**config.mk**
```make
export PLATFORM = sky130hd
export DESIGN_NAME = instruction_queue
export DESIGN_NICKNAME = d
export VERILOG_FILES = /design/src/rtl/instruction_queue.sv
export SDC_FILE = /design/constraint.sdc
export NUM_CORES = 1
export LEC_CHECK = 0
export ABC_AREA = 1
export CORE_MARGIN = 3
export CORE_UTILIZATION = 25
export DETAILED_ROUTE_END_ITERATION = 10
export GPL_TIMING_DRIVEN = 0
export SKIP_LAST_GASP = 1
export SYNTH_ARGS = -nofsm -noshare
export SYNTH_HDL_FRONTEND = slang
export SYNTH_SLANG_ARGS = --single-unit
```
**constraint.sdc**
```tcl
create_clock -name clk -period 7.9 [get_ports clk]
set_input_delay 1.58 -clock clk [delete_from_list [all_inputs] [get_ports clk]]
set_output_delay 1.58 -clock clk [all_outputs]
set_load 0.03 [all_outputs]
```
**src/rtl/instruction_queue.sv**
```systemverilog
// ============================================================================
//  Module      : instruction_queue
//  Description : DEPTH-entry {pc, instruction} FIFO between fetch and decode,
//                valid/ready on both sides, flush discards all entries.
//                Optional zero-latency empty-queue bypass: IQ_BYPASS_EN.
//  Revision    : 1.0  initial release
// ============================================================================
`default_nettype none

module instruction_queue #(
    parameter int INSTR_W = 32,
    parameter int PC_W    = 32,
    parameter int DEPTH   = 4,
    parameter int CNT_W   = $clog2(DEPTH + 1)
) (
    input  logic               clk,
    input  logic               reset,
    input  logic               flush,
    input  logic               in_valid,
    output logic               in_ready,
    input  logic [INSTR_W-1:0] in_instr,
    input  logic [PC_W-1:0]    in_pc,
    output logic               out_valid,
    input  logic               out_ready,
    output logic [INSTR_W-1:0] out_instr,
    output logic [PC_W-1:0]    out_pc,
    output logic [CNT_W-1:0]   count
);

    localparam int               PTR_W    = $clog2(DEPTH);
    localparam logic [CNT_W-1:0] FULL_CNT = CNT_W'(DEPTH);

    logic [INSTR_W-1:0] instr_mem_q [DEPTH];
    logic [PC_W-1:0]    pc_mem_q    [DEPTH];
    logic [PTR_W-1:0]   rd_ptr_q, rd_ptr_d;
    logic [PTR_W-1:0]   wr_ptr_q, wr_ptr_d;
    logic [CNT_W-1:0]   count_q,  count_d;

    logic               w_empty;
    logic               w_full;
    logic               w_bypass;
    logic               w_push;
    logic               w_pop;
    logic               w_wr_en;
    logic               w_rd_en;
    logic [INSTR_W-1:0] w_head_instr;
    logic [PC_W-1:0]    w_head_pc;

    always_comb begin
        w_empty  = (count_q == '0);
        w_full   = (count_q == FULL_CNT);
`ifdef IQ_BYPASS_EN
        w_bypass = w_empty & in_valid & ~flush;
`else
        w_bypass = 1'b0;
`endif
        in_ready  = ~flush & ~w_full;
        out_valid = ~flush & (~w_empty | w_bypass);

        w_push  = in_valid & in_ready;
        w_pop   = out_valid & out_ready;
        // A bypassed entry consumed in the same cycle never touches storage
        w_wr_en = w_push & ~(w_bypass & out_ready);
        w_rd_en = w_pop & ~w_empty;

        if (w_bypass) begin
            w_head_instr = in_instr;
            w_head_pc    = in_pc;
        end else begin
            w_head_instr = instr_mem_q[rd_ptr_q];
            w_head_pc    = pc_mem_q[rd_ptr_q];
        end
        out_instr = out_valid ? w_head_instr : '0;
        out_pc    = out_valid ? w_head_pc    : '0;
    end

    always_comb begin
        rd_ptr_d = rd_ptr_q;
        wr_ptr_d = wr_ptr_q;
        count_d  = count_q;
        if (flush) begin
            rd_ptr_d = '0;
            wr_ptr_d = '0;
            count_d  = '0;
        end else begin
            if (w_wr_en) wr_ptr_d = wr_ptr_q + PTR_W'(1);
            if (w_rd_en) rd_ptr_d = rd_ptr_q + PTR_W'(1);
            case ({w_wr_en, w_rd_en})
                2'b10:   count_d = count_q + CNT_W'(1);
                2'b01:   count_d = count_q - CNT_W'(1);
                default: count_d = count_q;
            endcase
        end
    end

    always_ff @(posedge clk) begin
        if (reset) begin
            rd_ptr_q <= '0;
            wr_ptr_q <= '0;
            count_q  <= '0;
            for (int i = 0; i < DEPTH; i++) begin
                instr_mem_q[i] <= '0;
                pc_mem_q[i]    <= '0;
            end
        end else begin
            rd_ptr_q <= rd_ptr_d;
            wr_ptr_q <= wr_ptr_d;
            count_q  <= count_d;
            if (w_wr_en) begin
                instr_mem_q[wr_ptr_q] <= in_instr;
                pc_mem_q[wr_ptr_q]    <= in_pc;
            end
        end
    end

    assign count = count_q;

endmodule

`default_nettype wire

```
# --- After elaboration in Yosys (flattened, before gate mapping) ---
# Memory sizes are Yosys's and may differ from the RTL's. A register that Yosys moved wholly into a read port is not among the register bits.
# Index checks and enable logic that the tools add are counted.
totals:
  latch_bits: 0
  romBits: 0
  mem_count: 2
  ramBits: 256
  reg_bits: 7
memory_table:
  columns: ["memory", "words", "word_bits", "read_ports", "rd_ports_with_merged_regs", "wr", "line_no", "rtl"]
  rows:
  - ["instr_mem_q", 4, 32, 1, 1, 4, "33", "logic [INSTR_W-1:0] instr_mem_q [DEPTH];"]
  - ["pc_mem_q", 4, 32, 1, 1, 4, "34", "logic [PC_W-1:0] pc_mem_q [DEPTH];"]
classes:
  bitwise: 8
  shifts: 0
  addsub: 4
  n_div: 0
  mux: 18
  n_eq_ne: 3
  mul: 0
  reduce_logical: 5
  magnitude_cmp: 0
ops:
  columns: ["op", "count"]
  rows:
  - ["two-way mux 32 bit", 4]
  - ["OR reduction 32 bit", 2]
  - ["two-way mux 2 bit", 6]
  - ["two-way mux 1 bit", 7]
  - ["one-hot mux 3 bit (2 select lines)", 1]
  - ["bitwise AND 1 bit", 5]
  - ["adder 2 x 1 -> 2 bit, second input constant", 2]
  - ["adder 3 x 1 -> 3 bit, second input constant", 1]
  - ["equality test 3 bit, second input constant", 1]
  - ["zero test 3 bit", 1]
  - ["NOT 1 bit", 3]
  - ["subtractor 3 x 1 -> 3 bit, second input constant", 1]
  - ["equality test 2 x 1 -> 1 bit, second input constant", 1]
  - ["equality test 2 bit, second input constant", 1]
  - ["nonzero test 2 bit", 1]
  - ["OR reduction 2 bit", 1]

# --- Logic depth before layout (Yosys ltp) ---
# Gate-level depths: netlist of run 1.
depth:
  ltp_word: 9
  depth_mapped: 12

# --- Worst setup path before layout of run 1 ---
# No wires, ideal clock.
synth_path:
  kind: "input -> register"
  from: "input flush"
  to: "memory instr_mem_q[0][0], enable pin"
  setup_time_ps: 575
  required_time_ps: 7325
  arrival_ps: 6400
  path_stages: 3
  n_path_buf: 0
  slack_ps: 926
  path_cell_list: "inv_2 > nand3_1 > o21ai_0"
synth_rtl:
  columns: ["element", "line_no", "rtl"]
  rows:
  - ["start, declared", "18", "input logic flush,"]
  - ["end, declared", "33", null]

# --- Worst setup path in the final report of run 1 ---
layout_path:
  from: "input flush"
  to: "output out_instr[6]"
layout_via:
  elab_chain_len: 3
layout_lines:
  columns: ["element", "line_no", "rtl"]
  rows:
  - ["NOT 1 bit", "58", "out_valid = ~flush & (~w_empty | w_bypass);"]
  - ["bitwise AND 1 bit", "58", null]
  - ["two-way mux 32 bit", "73", "out_instr = out_valid ? w_head_instr : '0;"]
  - ["end, declared", "25", "output logic [INSTR_W-1:0] out_instr,"]
# Every way passes these cells.

==> impl_metrics.tcl, run 1 <==
set metrics [dict create \
    cellLeakagePower_nw 5.98 \
    rsz0062_at_grt "no" \
    synth_area_per_cell_um2 9.64 \
    io_buffer_count 137 \
    yosysTopAreaCell "edfxtp_1" \
    max_freq_mhz 185 \
    dpl-instance-area_um2 14400 \
    synth_cells 1243 \
    whs_ns 0.514 \
    yosysMostFrequentCell "nor2_1" \
    post-route-util_pct 32.6 \
    min_period_over_period_pct 68.3 \
    cts_setup_buffers 0 \
    totalWireLength_mm 35.8 \
    vias 9028 \
    ant_nets 0 \
    worst-path-buf-inv 4 \
    worstSetupPathDepth 6 \
    relSlewSlack_pct 43.0 \
    cap_violations 0 \
    path_common_cell "clkdlybuf4s50_1" \
    fin_crit_ns 5.39 \
    crit_path_start_kind "input pin" \
    die-area_um2 50600 \
    final_cells 2044 \
    yosysTopAreaCellShare_pct 64.1 \
    antenna_found_initial 5 \
    path_class "input pin to output pin" \
    synth_edf_count 256 \
    fin_ws_ns 2.51 \
    cp.arrival_ns 3.81 \
    finalSetupViolations 0 \
    ys_seq_elements 265 \
    critPathCaptureType "output pin" \
    core-area_um2 47000 \
    worstPathCellList "clkdlybuf4s50_1 > inv_2 > nand2_1 > clkbuf_1 > a21oi_1 > clkdlybuf4s50_1" \
    r2r-end "pc_mem_q[1][14]$_SDFFCE_PN0P_" \
    cts_root_buf "clkbuf_16" \
    routedWlPerCell_um 17.5 \
    die_x_um 225 \
    syn2layout_area_growth_pct 27.7 \
    synth_area_leaders "edfxtp_1 (64%), nor2_1 (12%), o21ai_0 (5.4%), inv_1 (4.4%), a21oi_1 (2.8%)" \
    clkSinkCount 265 \
    cts.path.max_buffers 3 \
    fin_area_um2 15300 \
    r2r-start "count[0]$_SDFFE_PP0P_" \
    tightestPinTransition_ns 0.852 \
    place_ws_ns 2.50 \
    syn_area_um2 12000 \
    dp_hpwl_mm 24.9 \
    drc 0 \
    ctsHoldBuffers 0 \
    post_drt_via_cell_ratio 4.42 \
    die_h_um 225 \
    drtIter0Drc 776 \
    crit_path_max_incr_delay_ns 0.75 \
    ios 138 \
    ys_seq_area_share_pct 65.6 \
    r2r_slack_ns 5.46 \
    cts_resized 0 \
    grt_usage_pct 13.9 \
    syn_nets 1314 \
    hp-class "flop to flop" \
    path_max_fanout 10 \
    cpMaxStageDelayCell "clkdlybuf4s50_1" \
    crit_start "flush" \
    drtPass1Iterations 5 \
    numCtsBuffers 26 \
    htreeDepth 1 \
    skew_ns 0.0166 \
    peakVddDrop_v 0.000109 \
    ys.flop_type "edfxtp_1" \
    crit_required_ns 6.32 \
    drv_slew 0 \
    routabilityCongestion 0.792 \
    rr_worst_depth 5 \
    cts_tree "done" \
    synth_cell_types 22 \
    grt_max_degree 26 \
    report.final.hold_viol_count 0 \
    crit_end "out_instr[6]" \
    drive_above_1_share_pct 6.20 \
    dp.cells 1998 \
    grt_pass1_vias 8945 \
    nets 1490 \
    async_flop_share_pct 0 \
    run_status "complete, no violations" \
    overflow 0 \
    start_util_pct 25.5 \
    insertion_delay_ns 0.56 \
    synth_warnings 0 \
    cp_top_family "buffers and inverters" \
    clkTransAtPathRegs_ns 0.07 \
    synth_commonest_cells "nor2_1 (397), edfxtp_1 (256), inv_1 (140)" \
    power_density_nw_per_um2 206 \
    grt_pass1_wl_mm 53.4 \
    fp-row-count 79 \
]
## power by group
group | leakage [nW] | internal [W] | total [W] | switching [W]
clock | 0.416 | 0.000749 | 0.00128 | 0.000530
sequential | 2.73 | 0.00161 | 0.00162 | 0.0000158
combinational | 2.84 | 0.0000923 | 0.000252 | 0.000160
total | 5.98 | 0.00245 | 0.00316 | 0.000706
## registers in the layout, indices dropped and copies added, names as in the netlist, named ones only
signal / cells
instr_mem_q: 128
pc_mem_q: 128
count: 3
rd_ptr_q: 2
wr_ptr_q: 2
## through the flow
step	power [W]	setup TNS (ns)
finish	0.00316	0
global route	0.00326	0
CTS	0.00319	0
detailed placement	0.00191	0
global placement	0.00191	-855.24
floorplan	0.00178	0
## routing by layer
layer,routed length [um],share of wire (%),GRT usage [%]
met2,17400,49,23.6
met1,15000,42,17.4
met3,2250,6.3,3.10
met4,1130,3.2,4.68
met5,45,0.13,0
## worst min-delay path: cells and delay by family (launching register included)
kind               cells  cell delay (ns)
AOI/OAI and AO/OA      1             0.07
DFF                    1             0.33
and+or+nand+nor        1             0.07
## layout make-up
class	instances	area, um2
tap	607	759
clock inverter	13	171
antenna	1	2.50
timing repair buffer	148	1640
buffer	81	364
sequential	265	7870
clock buffer	32	693
inverter	144	541
fill	4717	31700
multi-input combinational	753	3260
## worst min path at each step
stage	from	end	slack (ns)	cells past startpoint
finish	rd_ptr_q[1]$_SDFFE_PP0P_	rd_ptr_q[1]$_SDFFE_PP0P_	0.51	2
global route	rd_ptr_q[1]$_SDFFE_PP0P_	rd_ptr_q[1]$_SDFFE_PP0P_	0.55	2
CTS	rd_ptr_q[1]$_SDFFE_PP0P_	rd_ptr_q[1]$_SDFFE_PP0P_	0.51	2
detailed placement	count[0]$_SDFFE_PP0P_	count[0]$_SDFFE_PP0P_	0.50	1
global placement	count[0]$_SDFFE_PP0P_	count[0]$_SDFFE_PP0P_	0.48	1
floorplan	rd_ptr_q[1]$_SDFFE_PP0P_	flop	0.47	2
## kinds of logic (layout without fill, tap and decap cells)
group                      Yosys count  after routing  share of synthesized area, %
and+or+nand+nor                    549            549                          18.1
buffers and inverters              225            418                          7.55
DFF                                265            265                          65.6
other                                0              1                             0
adders and majority gates            2              2                         0.271
AOI/OAI and AO/OA                  202            202                          8.46
## cells in the final DEF (no fill, tap or decap), drive strengths merged
| cell | synthesis | routed |
|---|---|---|
| inv | 144 | 144 |
| clkdlybuf4s50 | 0 | 137 |
| nor2 | 397 | 397 |
| fa | 1 | 1 |
| ha | 1 | 1 |
| edfxtp | 256 | 256 |
| diode | 0 | 1 |
| o21ai | 133 | 133 |
| buf | 47 | 58 |
| nor3 | 62 | 62 |
| nand3 | 3 | 3 |
| a21oi | 68 | 68 |
| clkinv | 0 | 8 |
| clkinvlp | 0 | 1 |
| a211oi | 1 | 1 |
| dfxtp | 9 | 9 |
| clkbuf | 34 | 66 |
| nand2 | 84 | 84 |
| bufinv | 0 | 4 |
| nand4 | 3 | 3 |
No activity file was read; power rests on OpenSTA's default activity.
==> inputs of run 2 (changes only) <==
==> constraint.sdc (replaced) <==
create_clock -name clk -period 4.91 [get_ports clk]
set_input_delay 0.982 -clock clk [delete_from_list [all_inputs] [get_ports clk]]
set_output_delay 0.982 -clock clk [all_outputs]
set_load 0.03 [all_outputs]
==> run 2 against run 1 <==
  * Setup slack worse by 1.8 ns
  * Critical path depth rose by 1
  * Total power grew 57%
  * First-iteration DRC count rose by 28%
  * Sequential share of layout area increased by 0.28 points
  * Clock power increased by 52%
  * Combinational power up 61%
  * Sequential cell count stayed put
  * Via count grew 2.2%
  * Critical path type unchanged
  * Clock skew is 0.0044 ns lower
  * Sequential power rose by 61%
  * Register-to-register slack got worse by 3.2 ns
==> impl_metrics.tcl, run 2 (synthesis gave the netlist of run 1 again) <==
set metrics [dict create \
    run_status "complete, no violations" \
    core-area_um2 47000 \
    drtIter0Drc 990 \
    diodes 0 \
    min_period_over_period_pct 86.5 \
    clkPwrFrac_pct 39.2 \
    tightestPinTransition_ns 0.946 \
    antenna_found_initial 1 \
    cts.path.max_buffers 3 \
    internal-power_w 0.00384 \
    p_sw_w 0.00113 \
    crit_required_ns 3.93 \
    grt_usage_pct 14.0 \
    grt_pass1_wl_mm 53.8 \
    fin_crit_ns 4.25 \
    ctsHoldBuffers 0 \
    io_buffer_count 137 \
    cellLeakagePower_nw 5.95 \
    pwr-share-seq_pct 52.6 \
    r2r-start "count[0]$_SDFFE_PP0P_" \
    fp-row-count 79 \
    cts_root_buf "clkbuf_16" \
    fin_area_um2 15200 \
    drc 0 \
    cp.arrival_ns 3.27 \
    final_common_cell "nor2_1" \
    rsz0062_at_grt "no" \
    finalSetupViolations 0 \
    skew_ns 0.0122 \
    comb_power_share_pct 8.2 \
    post-route-util_pct 32.4 \
    drive_above_1_share_pct 6.05 \
    die_h_um 225 \
    report.final.hold_viol_count 0 \
    nets 1490 \
    power_density_nw_per_um2 326 \
    dpl-instance-area_um2 14400 \
    drtPass1Iterations 5 \
    numCtsBuffers 27 \
    die-area_um2 50600 \
    crit_path_start_kind "input pin" \
    routedWlPerCell_um 17.6 \
    totalWireLength_mm 36.0 \
    path_max_fanout 10 \
    vias 9225 \
    clkSinkCount 265 \
    syn2layout_area_growth_pct 27.0 \
    htreeDepth 1 \
    dp_hpwl_mm 25.2 \
    crit_start "flush" \
    final_cells 2044 \
    start_util_pct 25.5 \
    insertion_delay_ns 0.54 \
    grt_max_degree 26 \
    hp-class "flop to flop" \
    cap_violations 0 \
    ios 138 \
    cts_tree "done" \
    drv_slew 0 \
    peakVddDrop_v 0.000208 \
    p_sw_share_pct 22.8 \
    post_drt_via_cell_ratio 4.51 \
    grt_pass1_vias 8962 \
    overflow 0 \
    path_class "input pin to output pin" \
    final_cell_mix "nor2_1 (397), edfxtp_1 (256), inv_1 (140), clkdlybuf4s50_1 (137), o21ai_0 (126)" \
    dp.cells 1997 \
    max_freq_mhz 235 \
    worstHoldStart "rd_ptr_q[1]$_SDFFE_PP0P_" \
    relSlewSlack_pct 36.7 \
    setup_tns_ns 0 \
    cts_resized 0 \
    die_x_um 225 \
    critPathCaptureType "output pin" \
    ant_nets 0 \
    cts_setup_buffers 0 \
    clkTransAtPathRegs_ns 0.06 \
    routabilityCongestion 0.778 \
]
==> run 2: cell count changes in the layout (fill, tap and decap cells not counted), sizes merged <==
cell,change
clkbuf,-1
diode,-1
clkinv,+5
buf,-1
bufinv,-2
==> run 2: final timing paths <==
kind                                                        end  slack (ns)  cells after the start
worst max register to register  instr_mem_q[2][9]$_SDFFCE_PN0P_        2.22                      6
worst min-delay path                   rd_ptr_q[1]$_SDFFE_PP0P_        0.50                      2
worst max-delay path                                 out_pc[21]        0.66                      7
worst min register to register         rd_ptr_q[1]$_SDFFE_PP0P_        0.50                      2
==> run 2: layer usage <==
layer | vias to the layer above | routed length (um) | GRT usage [%]
met5 | - | 13 | 0
met4 | 2 | 508 | 2.32
met3 | 37 | 2960 | 2.93
met2 | 377 | 16900 | 23.2
met1 | 4364 | 15600 | 19.2
li1 | 4445 | - | -
==> run 2: critical path: stages <==
cell	delay (ns)
clkdlybuf4s50_1	0.47
inv_2	0.15
nand2_1	0.08
buf_2	0.22
buf_2	0.24
a21oi_1	0.36
clkdlybuf4s50_1	0.75
==> run 2: stage by stage <==
stage	total power (W)	hold slack, ns	setup WS [ns]
final	0.00497	0.500	0.662
after global routing	0.00514	0.535	0.571
after CTS	0.00501	0.499	0.678
after detailed placement	0.00307	0.489	0.678
after global placement	0.00306	0.480	-5.68
after floorplan	0.00287	0.469	-1.47
==> run 2: area by class of cell <==
| class | count | area (um2) |
|---|---|---|
| Multi-Input combinational cell | 753 | 3260 |
| Tap cell | 607 | 759 |
| Timing Repair Buffer | 147 | 1620 |
| Clock buffer | 31 | 691 |
| Clock inverter | 16 | 121 |
| Sequential cell | 265 | 7870 |
| Inverter | 144 | 541 |
| Buffer | 81 | 364 |
| Fill cell | 4757 | 31700 |
==> run 2: power by group through the flow <==
stage	Clock [W]	Sequential, W	Combinational, W
5_1_grt	0.00207	0.00262	0.000447
4_1_cts	0.00199	0.00261	0.000411
3_5_place_dp	0	0.00266	0.000409
6_report	0.00195	0.00261	0.000406
2_1_floorplan	0	0.00267	0.000196
3_3_place_gp	0	0.00269	0.000371
